`config.mk`:
```
export PLATFORM = sky130hd
export DESIGN_NAME = sumador_secuencial_flat
export DESIGN_NICKNAME = d
export VERILOG_FILES = /design/src/rtl/alu_pkg.sv /design/src/rtl/sumador_secuencial_if.sv /design/src/rtl/sumador.sv /design/src/rtl/sumador_secuencial.sv /design/src/flat_wrapper.sv
export SDC_FILE = /design/constraint.sdc
export NUM_CORES = 1
export LEC_CHECK = 0
export BUFFER_PORTS_ARGS = -buffer_cell sky130_fd_sc_hd__buf_4
export CORE_MARGIN = 1
export CORE_UTILIZATION = 59
export CTS_CLUSTER_DIAMETER = 50
export DETAILED_ROUTE_END_ITERATION = 6
export PLACE_DENSITY = 0.85
export SLEW_MARGIN = 20
export SYNTH_ARGS = -nofsm -noshare
export SYNTH_HDL_FRONTEND = slang
export SYNTH_SLANG_ARGS = --single-unit
```
`constraint.sdc`:
```
create_clock -name clk -period 9.8 [get_ports clk]
set_clock_uncertainty 0.1 [all_clocks]
set_input_delay 0.98 -clock clk [delete_from_list [all_inputs] [get_ports clk]]
set_output_delay 0.98 -clock clk [all_outputs]
set_load 0.1 [all_outputs]
```
`src/rtl/alu_pkg.sv`:
```
// -----------------------------------------------------------------------------
// alu_pkg
// Shared definitions for the sequential adder/subtractor controller:
//   - state_t   : controller states (IDLE, RUN, DONE)
//   - OP_ADD/SUB: operation encoding carried on the 'op' input
//   - idx_width : width of the slice index counter (at least one bit)
// -----------------------------------------------------------------------------
package alu_pkg;

    typedef enum logic [1:0] {
        IDLE = 2'b00,
        RUN  = 2'b01,
        DONE = 2'b10
    } state_t;

    localparam logic OP_ADD = 1'b0;
    localparam logic OP_SUB = 1'b1;

    // A single-slice configuration still needs a one-bit counter to declare.
    function automatic int idx_width(input int n_slices);
        if (n_slices > 1) begin
            return $clog2(n_slices);
        end else begin
            return 1;
        end
    endfunction

endpackage

```
`src/rtl/sumador_secuencial_if.sv`:
```
// -----------------------------------------------------------------------------
// sumador_secuencial_if
// Request/response bundle between the ALU control logic and the sequential
// adder.
//   master : drives start, op, a, b; observes ready, busy, done, result,
//            c_o, overflow
//   slave  : the adder side of the same signals
// -----------------------------------------------------------------------------
interface sumador_secuencial_if #(
    parameter int SLICE_W  = 6,
    parameter int N_SLICES = 4
);
    localparam int W = SLICE_W * N_SLICES;

    logic         start;
    logic         op;
    logic [W-1:0] a;
    logic [W-1:0] b;
    logic         ready;
    logic         busy;
    logic         done;
    logic [W-1:0] result;
    logic         c_o;
    logic         overflow;

    modport master (
        output start, op, a, b,
        input  ready, busy, done, result, c_o, overflow
    );

    modport slave (
        input  start, op, a, b,
        output ready, busy, done, result, c_o, overflow
    );

endinterface

```
`src/rtl/sumador.sv`:
```
// -----------------------------------------------------------------------------
// sumador
// Purely combinational SLICE_W-bit adder slice with carry in/out.
//   num1, num2 : slice operands
//   c_1        : carry in
//   result     : slice sum
//   c_o        : carry out
// -----------------------------------------------------------------------------
module sumador #(
    parameter int SLICE_W = 6
) (
    input  logic [SLICE_W-1:0] num1,
    input  logic [SLICE_W-1:0] num2,
    input  logic               c_1,
    output logic [SLICE_W-1:0] result,
    output logic               c_o
);

    assign {c_o, result} = {1'b0, num1} + {1'b0, num2} + {{SLICE_W{1'b0}}, c_1};

endmodule

```
`src/rtl/sumador_secuencial.sv`:
```
// -----------------------------------------------------------------------------
// sumador_secuencial
// Wide-word adder/subtractor that reuses one SLICE_W-bit sumador slice over
// N_SLICES clock cycles, least significant chunk first, with the inter-slice
// carry held in a register.
//   clk  : rising-edge clock
//   rst  : asynchronous active-high reset
//   bus  : slave side of sumador_secuencial_if
//          start/op/a/b sampled in IDLE only; ready in IDLE, busy in RUN,
//          done pulses for one cycle in DONE; result/c_o/overflow registered
//          and held until the next operation overwrites them.
// -----------------------------------------------------------------------------
module sumador_secuencial
    import alu_pkg::*;
#(
    parameter int SLICE_W  = 6,
    parameter int N_SLICES = 4
) (
    input  logic                 clk,
    input  logic                 rst,
    sumador_secuencial_if.slave  bus
);

    localparam int W     = SLICE_W * N_SLICES;
    localparam int IDX_W = idx_width(N_SLICES);
    localparam logic [IDX_W-1:0] LAST_IDX = IDX_W'(N_SLICES - 1);
    localparam logic [IDX_W-1:0] IDX_ONE  = IDX_W'(1);

    state_t             state_r;
    state_t             state_s;
    logic [IDX_W-1:0]   idx_r;
    logic               carry_r;
    logic [W-1:0]       opa_r;
    logic [W-1:0]       opb_r;
    logic [W-1:0]       result_r;
    logic               c_o_r;
    logic               overflow_r;
    logic               ready_r;
    logic               busy_r;
    logic               done_r;

    logic [SLICE_W-1:0] slice_a_s;
    logic [SLICE_W-1:0] slice_b_s;
    logic [SLICE_W-1:0] slice_sum_s;
    logic               slice_co_s;
    logic               last_s;

    // Select the operand chunk addressed by the slice index.
    always_comb begin
        slice_a_s = opa_r[int'(idx_r) * SLICE_W +: SLICE_W];
        slice_b_s = opb_r[int'(idx_r) * SLICE_W +: SLICE_W];
        last_s    = (idx_r == LAST_IDX);
    end

    sumador #(
        .SLICE_W (SLICE_W)
    ) u_slice (
        .num1   (slice_a_s),
        .num2   (slice_b_s),
        .c_1    (carry_r),
        .result (slice_sum_s),
        .c_o    (slice_co_s)
    );

    // Next-state logic of the controller.
    always_comb begin
        state_s = state_r;
        case (state_r)
            IDLE: begin
                if (bus.start) begin
                    state_s = RUN;
                end else begin
                    state_s = IDLE;
                end
            end
            RUN: begin
                if (last_s) begin
                    state_s = DONE;
                end else begin
                    state_s = RUN;
                end
            end
            DONE: begin
                state_s = IDLE;
            end
            default: begin
                state_s = IDLE;
            end
        endcase
    end

    // State register plus status flags registered from the next state.
    always_ff @(posedge clk or posedge rst) begin
        if (rst) begin
            state_r <= IDLE;
            ready_r <= 1'b1;
            busy_r  <= 1'b0;
            done_r  <= 1'b0;
        end else begin
            state_r <= state_s;
            ready_r <= (state_s == IDLE);
            busy_r  <= (state_s == RUN);
            done_r  <= (state_s == DONE);
        end
    end

    // Operand capture, slice sequencing and result/flag accumulation.
    always_ff @(posedge clk or posedge rst) begin
        if (rst) begin
            opa_r      <= {W{1'b0}};
            opb_r      <= {W{1'b0}};
            carry_r    <= 1'b0;
            idx_r      <= {IDX_W{1'b0}};
            result_r   <= {W{1'b0}};
            c_o_r      <= 1'b0;
            overflow_r <= 1'b0;
        end else begin
            case (state_r)
                IDLE: begin
                    if (bus.start) begin
                        // Subtraction is a + ~b + 1: invert B, seed carry with 1.
                        opa_r   <= bus.a;
                        opb_r   <= (bus.op == OP_SUB) ? ~bus.b : bus.b;
                        carry_r <= (bus.op == OP_SUB);
                        idx_r   <= {IDX_W{1'b0}};
                    end
                end
                RUN: begin
                    result_r[int'(idx_r) * SLICE_W +: SLICE_W] <= slice_sum_s;
                    carry_r <= slice_co_s;
                    if (last_s) begin
                        // Index parks at 0 so it never addresses past the operand.
                        idx_r      <= {IDX_W{1'b0}};
                        c_o_r      <= slice_co_s;
                        // MSB sum bit ^ both MSB operand bits = carry into MSB.
                        overflow_r <= opa_r[W-1] ^ opb_r[W-1]
                                      ^ slice_sum_s[SLICE_W-1] ^ slice_co_s;
                    end else begin
                        idx_r <= idx_r + IDX_ONE;
                    end
                end
                default: begin
                end
            endcase
        end
    end

    assign bus.ready    = ready_r;
    assign bus.busy     = busy_r;
    assign bus.done     = done_r;
    assign bus.result   = result_r;
    assign bus.c_o      = c_o_r;
    assign bus.overflow = overflow_r;

endmodule

```
`src/flat_wrapper.sv`:
```
// flat-port wrapper written by rule: the top's interface ports become plain ports
module sumador_secuencial_flat import alu_pkg::*;
#(
    parameter int SLICE_W  = 6,
    parameter int N_SLICES = 4
)
  (clk, rst, bus_start, bus_op, bus_a, bus_b, bus_ready, bus_busy, bus_done, bus_result, bus_c_o, bus_overflow);
  sumador_secuencial_if #(.SLICE_W(SLICE_W), .N_SLICES(N_SLICES)) bus_i ();
  input  logic clk;
  input  logic rst;
  input wire logic [$bits(bus_i.start)-1:0] bus_start;
  input wire logic [$bits(bus_i.op)-1:0] bus_op;
  input wire logic [$bits(bus_i.a)-1:0] bus_a;
  input wire logic [$bits(bus_i.b)-1:0] bus_b;
  output wire logic [$bits(bus_i.ready)-1:0] bus_ready;
  output wire logic [$bits(bus_i.busy)-1:0] bus_busy;
  output wire logic [$bits(bus_i.done)-1:0] bus_done;
  output wire logic [$bits(bus_i.result)-1:0] bus_result;
  output wire logic [$bits(bus_i.c_o)-1:0] bus_c_o;
  output wire logic [$bits(bus_i.overflow)-1:0] bus_overflow;
  assign bus_i.start = bus_start;
  assign bus_i.op = bus_op;
  assign bus_i.a = bus_a;
  assign bus_i.b = bus_b;
  assign bus_ready = bus_i.ready;
  assign bus_busy = bus_i.busy;
  assign bus_done = bus_i.done;
  assign bus_result = bus_i.result;
  assign bus_c_o = bus_i.c_o;
  assign bus_overflow = bus_i.overflow;
  sumador_secuencial #(.SLICE_W(SLICE_W), .N_SLICES(N_SLICES)) u_core (.clk(clk), .rst(rst), .bus(bus_i));
endmodule
```
# == Yosys cells after proc, flatten, opt, wreduce, memory -nomap -nowiden ==
# Cells that the tools add are included.
# classes
addsub,4
mul,1
div,0
order_cmp,0
n_eq_ne,5
shifts,4
n_mux,10
bitwise_logic,4
n_reduce_logical,6
# op_table
cell,count
negator 32 -> 33 bit,1
variable shift 6 x 33 -> 24 bit (first input constant),1
indexed part select 6 x 33 -> 24 bit,1
indexed part select 24 x 32 -> 6 bit,1
bitwise mux 24 bit,1
two-way mux 24 bit,1
NOT 24 bit,1
indexed part select 24 x 6 -> 6 bit,1
one-hot mux 2 bit (2 select lines),2
adder 6 x 6 -> 7 bit,1
adder 7 x 1 -> 7 bit,1
two-way mux 2 bit,3
AND reduction 2 bit,3
equality test 2 x 1 -> 1 bit (second input constant),2
equality test 2 bit (second input constant),2
zero test 2 bit,2
multiplier 2 x 2 -> 4 bit (second input constant),1
XOR 1 bit,3
adder 2 x 1 -> 2 bit (second input constant),1
two-way mux 1 bit,2
!= test 2 bit (second input constant),1
one-hot mux 1 bit (2 select lines),1
nonzero test 2 bit,1
# totals
regBits,82
latch_bits,0
ramBits,0
mem_bits_ro,0
input_bits,52
memories,0

# == Logic depth before layout (Yosys ltp) ==
# Gate-level depths: netlist of run 1.
# depth
word_depth,6
mapped_depth,10
ltp_nobuf,8

# == Cells and area by module ==
# A second synthesis of run 1 with hierarchy kept.
# hier_totals
hier_cells,351
hier_area_um2,4336.7
# modules_own_cells
mod,instances,cells_per_inst,area_each_um2,seq_area_each_um2
sumador_secuencial,1,323,4086.4,2053.2
sumador,1,28,250.2,0.0

# == Worst setup path before layout of run 1 ==
# Ideal clock, no wire load.
# synth_timing
path_kind,register to register
start,reg u_core.idx_r[0]
end,reg u_core.result_r[4] (netlist: u_core.bus.result[4])
t_arrival_ns,3.162
path_slack_ns,6.428
stages_incl_launch_ff,11
period_less_slack_ns,3.372
cell_sequence,dfrtp_1 > buf_2 > buf_2 > mux4_2 > fa_1 > fa_1 > a211oi_1 > nor2_1 > a211oi_1 > a21oi_1 > o41ai_1
# synth_between
elab_chain_cells,6
elab_cells_between_ends,9
cone_classes,3 x add/sub; 1 x mul; 4 x shift; 1 x mux
# synth_lines
item,line_no,text
"start, declared",sumador_secuencial.sv:31,logic [IDX_W-1:0] idx_r;
"start signal, assigned",sumador_secuencial.sv:113,idx_r <= {IDX_W{1'b0}};
"start signal, assigned",sumador_secuencial.sv:125,idx_r <= {IDX_W{1'b0}};
"start signal, assigned",sumador_secuencial.sv:133,idx_r <= {IDX_W{1'b0}};
multiplier 2 x 2 -> 4 bit *,"sumador_secuencial.sv:50, sumador_secuencial.sv:51, sumador_secuencial.sv:129",
indexed part select 24 x 6 -> 6 bit or indexed part select 24 x 32 -> 6 bit (tied branches),"sumador_secuencial.sv:50, sumador_secuencial.sv:51",
adder 6 x 6 -> 7 bit,sumador.sv:19,"assign {c_o, result} = {1'b0, num1} + {1'b0, num2} + {{SLICE_W{1'b0}}, c_1};"
adder 7 x 1 -> 7 bit,sumador.sv:19,
indexed part select 6 x 33 -> 24 bit,sumador_secuencial.sv:129,result_r[int'(idx_r) * SLICE_W +: SLICE_W] <= slice_sum_s;
bitwise mux 24 bit *,sumador_secuencial.sv:129,
"end signal, assigned",sumador_secuencial.sv:114,result_r <= {W{1'b0}};
"end signal, assigned by index",sumador_secuencial.sv:129,
"end, declared",sumador_secuencial.sv:35,logic [W-1:0] result_r;
# Mark *: on every way between the ends. The rest lies on a longest branch, timed or not.
# A chain may end at the register's enable or synchronous reset.

# == Worst setup path in the final report of run 1 ==
# layout_timing
start,reg u_core.idx_r[1]
end,reg u_core.result_r[16] (netlist: u_core.bus.result[16])
# The elaborated chain is that of the path after synthesis.

==> results of run 1 <==
==> worst max path at each step <==
stage | depth (start not counted) | endpoint | slack [ns]
2_1_floorplan | 10 | u_core.bus.result[4] | 6.43
3_3_place_gp | 8 | u_core.bus.result[16] | 6.42
3_5_place_dp | 8 | u_core.bus.result[4] | 6.28
4_1_cts | 8 | u_core.bus.result[4] | 6.26
5_1_grt | 8 | u_core.bus.result[4] | 6.05
6_report | 8 | u_core.bus.result[16] | 6.30
==> layer usage <==
layer  vias to the layer above  routed length (um)
met5                         -                   0
met3                        17                 375
met2                        89                4110
met4                         0                 197
met1                      1450                3660
li1                       1401                   -
==> layout make-up <==
| class | count | share of cell area |
|---|---|---|
| inverters | 10 | 0.00786 |
| clock inverters | 5 | 0.0112 |
| well taps | 80 | 0.0203 |
| multi-input cells | 241 | 0.391 |
| flip-flops and latches | 82 | 0.416 |
| clock buffers | 11 | 0.0266 |
| repair buffers | 83 | 0.127 |
==> critical path, cell delays in order, from the launching register on <==
cell and delay, ns:
dfrtp_1 0.82, mux4_2 0.43, fa_1 0.50, fa_1 0.44, a211oi_1 0.27, nor2_1 0.14, a21oi_1 0.36, mux2_2 0.24
a22o_1 0.13
==> metrics by stage <==
stage / hold WS (ns) / area (um2)
after floorplan: 0.341 / 4100
after global routing: 0.415 / 4940
after detailed placement: 0.368 / 4750
after CTS: 0.373 / 4930
final: 0.371 / 4940
after global placement: 0.358 / 4750
==> state kept, by name (all words and copies together), names as in the netlist <==
register	count
u_core.idx_r	2
u_core.bus.done	1
u_core.carry_r	1
u_core.bus.overflow	1
u_core.opb_r	24
u_core.opa_r	24
u_core.bus.busy	1
u_core.bus.ready	1
u_core.bus.c_o	1
u_core.state_r	2
u_core.bus.result	24
==> cells in the final DEF (no fill, tap or decap), types with 3 or more instances in the layout <==
cell type	instances
a21oi_1	31
a22o_1	13
a22oi_1	3
a32o_1	5
and2_1	3
buf_4	82
clkbuf_8	9
clkinv_2	3
dfrtp_1	81
ha_1	11
inv_1	8
mux2_2	27
mux4_2	12
nand2_1	22
nand2b_1	3
nor2_1	36
nor3_1	3
o21ai_0	12
xnor2_1	25
==> kinds of logic after synthesis <==
family          Yosys count
buf+inv                  28
xor+xnor                 27
fa+ha+maj                13
simple gates             81
flops                    82
compound gates           80
mux                      40
==> reports/results.ini, run 1 <==
[die]
die_x_um = 85.4
top_level_ports = 81
core_region_area_um2 = 6760
die-area_um2 = 7290
die_h_um = 85.4
start_util = 0.607
fp-row-count = 30

[cts]
clock_latency_ns = 0.36
htree_levels = 3
cts.sinks = 82
cts_made_buffers = 9
cts_root_buf = clkbuf_8
post_cts_buffers = 0
clk_pin_slew_ns = 0.08
cts_tree = built
cts_max_path_buffers = 2
ctsHoldBuffers = 0
cts_resized = 0

[synth]
synth_compound_area_frac = 0.131
synthXorXnorAreaFrac = 0.0576
synth_nets = 416
synth_cell_types = 48
synth_most_common_cell = dfrtp_1
netlist_instances = 351
netlist_top_cells_area = dfrtp_1 (49%), mux2_2 (7.4%), mux4_2 (6.6%), xnor2_1 (5.3%), a21oi_1 (3.8%)
ys_warn_count = 0
synth_edf_count = 0
synth_top_flop_cell = dfrtp_1
ys_seq_area_frac = 0.500
synth-simple-area-share = 0.0951
yosysTopAreaCell = dfrtp_1
synth_seq_cells = 82
synth.avg_cell_area_um2 = 11.7
synthAdderAreaFrac = 0.0433
synth_top_family_by_area = multiplexers
syn_area_um2 = 4100
synth_top_cell_area_share = 0.494
async_flop_share = 1.00
ys_top_cells_by_count = dfrtp_1 (81), nor2_1 (36), a21oi_1 (31)
synthMuxAreaShare = 0.142

[finish]
nFillCells = 477
fin_util = 0.731
multi_input_area_um2 = 1930
stdcell_count = 512
area_growth_pct = 20.3
fin_nets = 492
drive_above_1_share = 0.340
regArea_um2 = 2050
antenna_cells = 0

[drt]
wl_per_cell_um = 16.3
post-route-drc-count = 0
dr.pass1.iters = 4
vias = 2957
drtAntennaViolNets = 0
first_iter_violations = 145
wl_um = 8350
viasPerCell = 5.78

[grt]
antenna_found_initial = 0
grt_pass1_vias = 2928
grt_pass1_wl_um = 14100
top_usage_layer = met2
grt_overflow = 0
grt_use_met2 = 0.396
grt_max_degree = 83
use_met1 = 0.344
grtUsageMet3 = 0.0457
track_usage = 0.253

[sta]
tns_ns = 0
rsz0062_at_grt = false
worst_pin_slew_ns = 0.737
hold_viol = 0
relSlewSlack = 0.509
fmax_mhz = 286
finalCriticalPeriod_ns = 3.50
finalSetupViolations = 0
setup_ws_ns = 6.30
fin_crit_sh = 0.357
slew_violations = 0

[setup_path]
crit_type = register to register
r2r_end = u_core.bus.result[16]
r2r_start = u_core.idx_r[1]
cp.arrival_ns = 3.70
r2r_slack_ns = 6.30
crit_path_max_fanout = 17
cp.required_ns = 10.00
critPathLaunch = u_core.idx_r[1]
start_kind = register
rr_worst_depth = 8
worstSetupEndpointType = register

[hold_path]
hold_path_startpoint = u_core.state_r[1]
hp-class = register to register
min_to = u_core.state_r[0]
hold_depth = 1

[job]
maxCapViolCount = 0

[place]
place_ws_ns = 6.28
dp.cells = 496
globalplace.congestion = 0.879
numPortBuffers = 80
hpwl_um = 5890

[status]
status = finished clean

Power of run 1 is left out: the tool's default activity adds up to more than one toggle a clock period on the data nets, which glitch-free logic cannot reach.
==> run 2, diff against run 1 <==
--- a/config.mk
+++ b/config.mk
@@ -7,10 +7,10 @@
 export LEC_CHECK = 0
 export BUFFER_PORTS_ARGS = -buffer_cell sky130_fd_sc_hd__buf_4
 export CORE_MARGIN = 1
-export CORE_UTILIZATION = 59
+export CORE_UTILIZATION = 55
 export CTS_CLUSTER_DIAMETER = 50
 export DETAILED_ROUTE_END_ITERATION = 6
-export PLACE_DENSITY = 0.85
+export PLACE_DENSITY = 0.8
 export SLEW_MARGIN = 20
 export SYNTH_ARGS = -nofsm -noshare
 export SYNTH_HDL_FRONTEND = slang
==> constraint.sdc (replaced) <==
create_clock -name clk -period 3.3 [get_ports clk]
set_clock_uncertainty 0.1 [all_clocks]
set_input_delay 0.33 -clock clk [delete_from_list [all_inputs] [get_ports clk]]
set_output_delay 0.33 -clock clk [all_outputs]
set_load 0.1 [all_outputs]
==> reports/results.ini, run 2 (synthesized netlist as in run 1, its figures left out) <==
[grt]
grt_max_degree = 55
antenna_found_initial = 0
grt_pass1_vias = 3090
track_usage = 0.252
grt_pass1_wl_um = 14600
grt_overflow = 0

[cts]
cts_max_path_buffers = 2
cts_tree = built
ctsHoldBuffers = 0
clk_pin_slew_ns = 0.08
cts_made_buffers = 9
cts_resized = 0
clock_latency_ns = 0.35
post_cts_buffers = 0
cts_root_buf = clkbuf_8
cts.sinks = 82
htree_levels = 3

[drt]
viasPerCell = 5.80
wl_per_cell_um = 16.5
dr.pass1.iters = 5
wl_um = 8860
drtAntennaViolNets = 0
post-route-drc-count = 0
first_iter_violations = 126
vias = 3122

[die]
die_h_um = 88.4
start_util = 0.569
die-area_um2 = 7810
die_x_um = 88.4
core_region_area_um2 = 7210
top_level_ports = 81
fp-row-count = 31

[status]
status = finished clean

[hold_path]
hp-class = input port to asynchronous set/reset pin

[finish]
multi_input_area_um2 = 1930
regArea_um2 = 2050
antenna_cells = 0
fin_nets = 500
final_common_cell = buf_4
final_cell_mix = buf_4 (91), dfrtp_1 (81), nor2_1 (36)
drive_above_1_share = 0.355
nFillCells = 540
area_growth_pct = 23.6

[setup_path]
cp.required_ns = 3.49
start_kind = register
crit_type = register to register
crit_path_max_fanout = 5
r2r_start = u_core.idx_r[0]
worstSetupEndpointType = register
cp.arrival_ns = 3.40
rr_worst_depth = 8
critPathLaunch = u_core.idx_r[0]

[sta]
relSlewSlack = 0.387
rsz0062_at_grt = true
finalSetupViolations = 0
slew_violations = 0
finalCriticalPeriod_ns = 3.21
fin_hold_ws_ns = 0.0376
fmax_mhz = 312
fin_crit_sh = 0.973
hold_viol = 0
worst_pin_slew_ns = 0.920

[job]
maxCapViolCount = 0

[place]
hpwl_um = 6530
numPortBuffers = 80
globalplace.congestion = 0.837

-- run 2: routing by layer --
layer  vias up  part of all wire  wire length, um  GRT usage
met2       122              0.48             4290      0.408
met1      1542              0.42             3750      0.322
met3        33             0.056              493     0.0485
met5         -                 0                0          0
met4         0             0.036              323      0.139
li1       1425                 -                -          -
-- run 2: path summary, 6_finish.rpt --
kind	endpoint	slack, ns
setup / recovery	u_core.bus.result[16]	0.09
hold / removal	u_core.bus.busy	0.04
setup reg to reg	u_core.bus.result[16]	0.09
hold reg to reg	u_core.bus.result[18]	0.39
max in group asynchronous	u_core.opb_r[18]	2.30
min in group clk	u_core.opa_r[2]	0.11
-- run 2: layout make-up --
type,count,area share
clock buffers,10,0.0271
well taps,99,0.0244
flip-flops and latches,82,0.405
multi-input cells,241,0.381
repair buffers,91,0.135
clock inverters,5,0.0202
inverters,10,0.00765
-- run 2: metrics by stage --
step / area, um2 / setup WS (ns) / instances / setup TNS [ns] / util
after floorplan: 4110 / 0.0259 / 351 / 0 / -
after global placement: 4830 / 0.217 / 523 / 0 / 0.670
after detailed placement: 4830 / 0.121 / 523 / 0 / 0.670
after CTS: 5070 / 0.103 / 538 / 0 / 0.703
after global routing: 5070 / -0.0772 / 538 / -0.365 / 0.703
final: 5070 / 0.0898 / 538 / 0 / 0.703
-- run 2: critical path, cell delays in order, from the launching register on --
cell      delay (ns)
dfrtp_1         0.43
mux4_2          0.54
fa_1            0.51
fa_1            0.45
a211oi_1        0.25
nor2_1          0.13
a21oi_1         0.35
mux2_2          0.25
a22o_1          0.14
Power of run 2 is left out for the same reason.
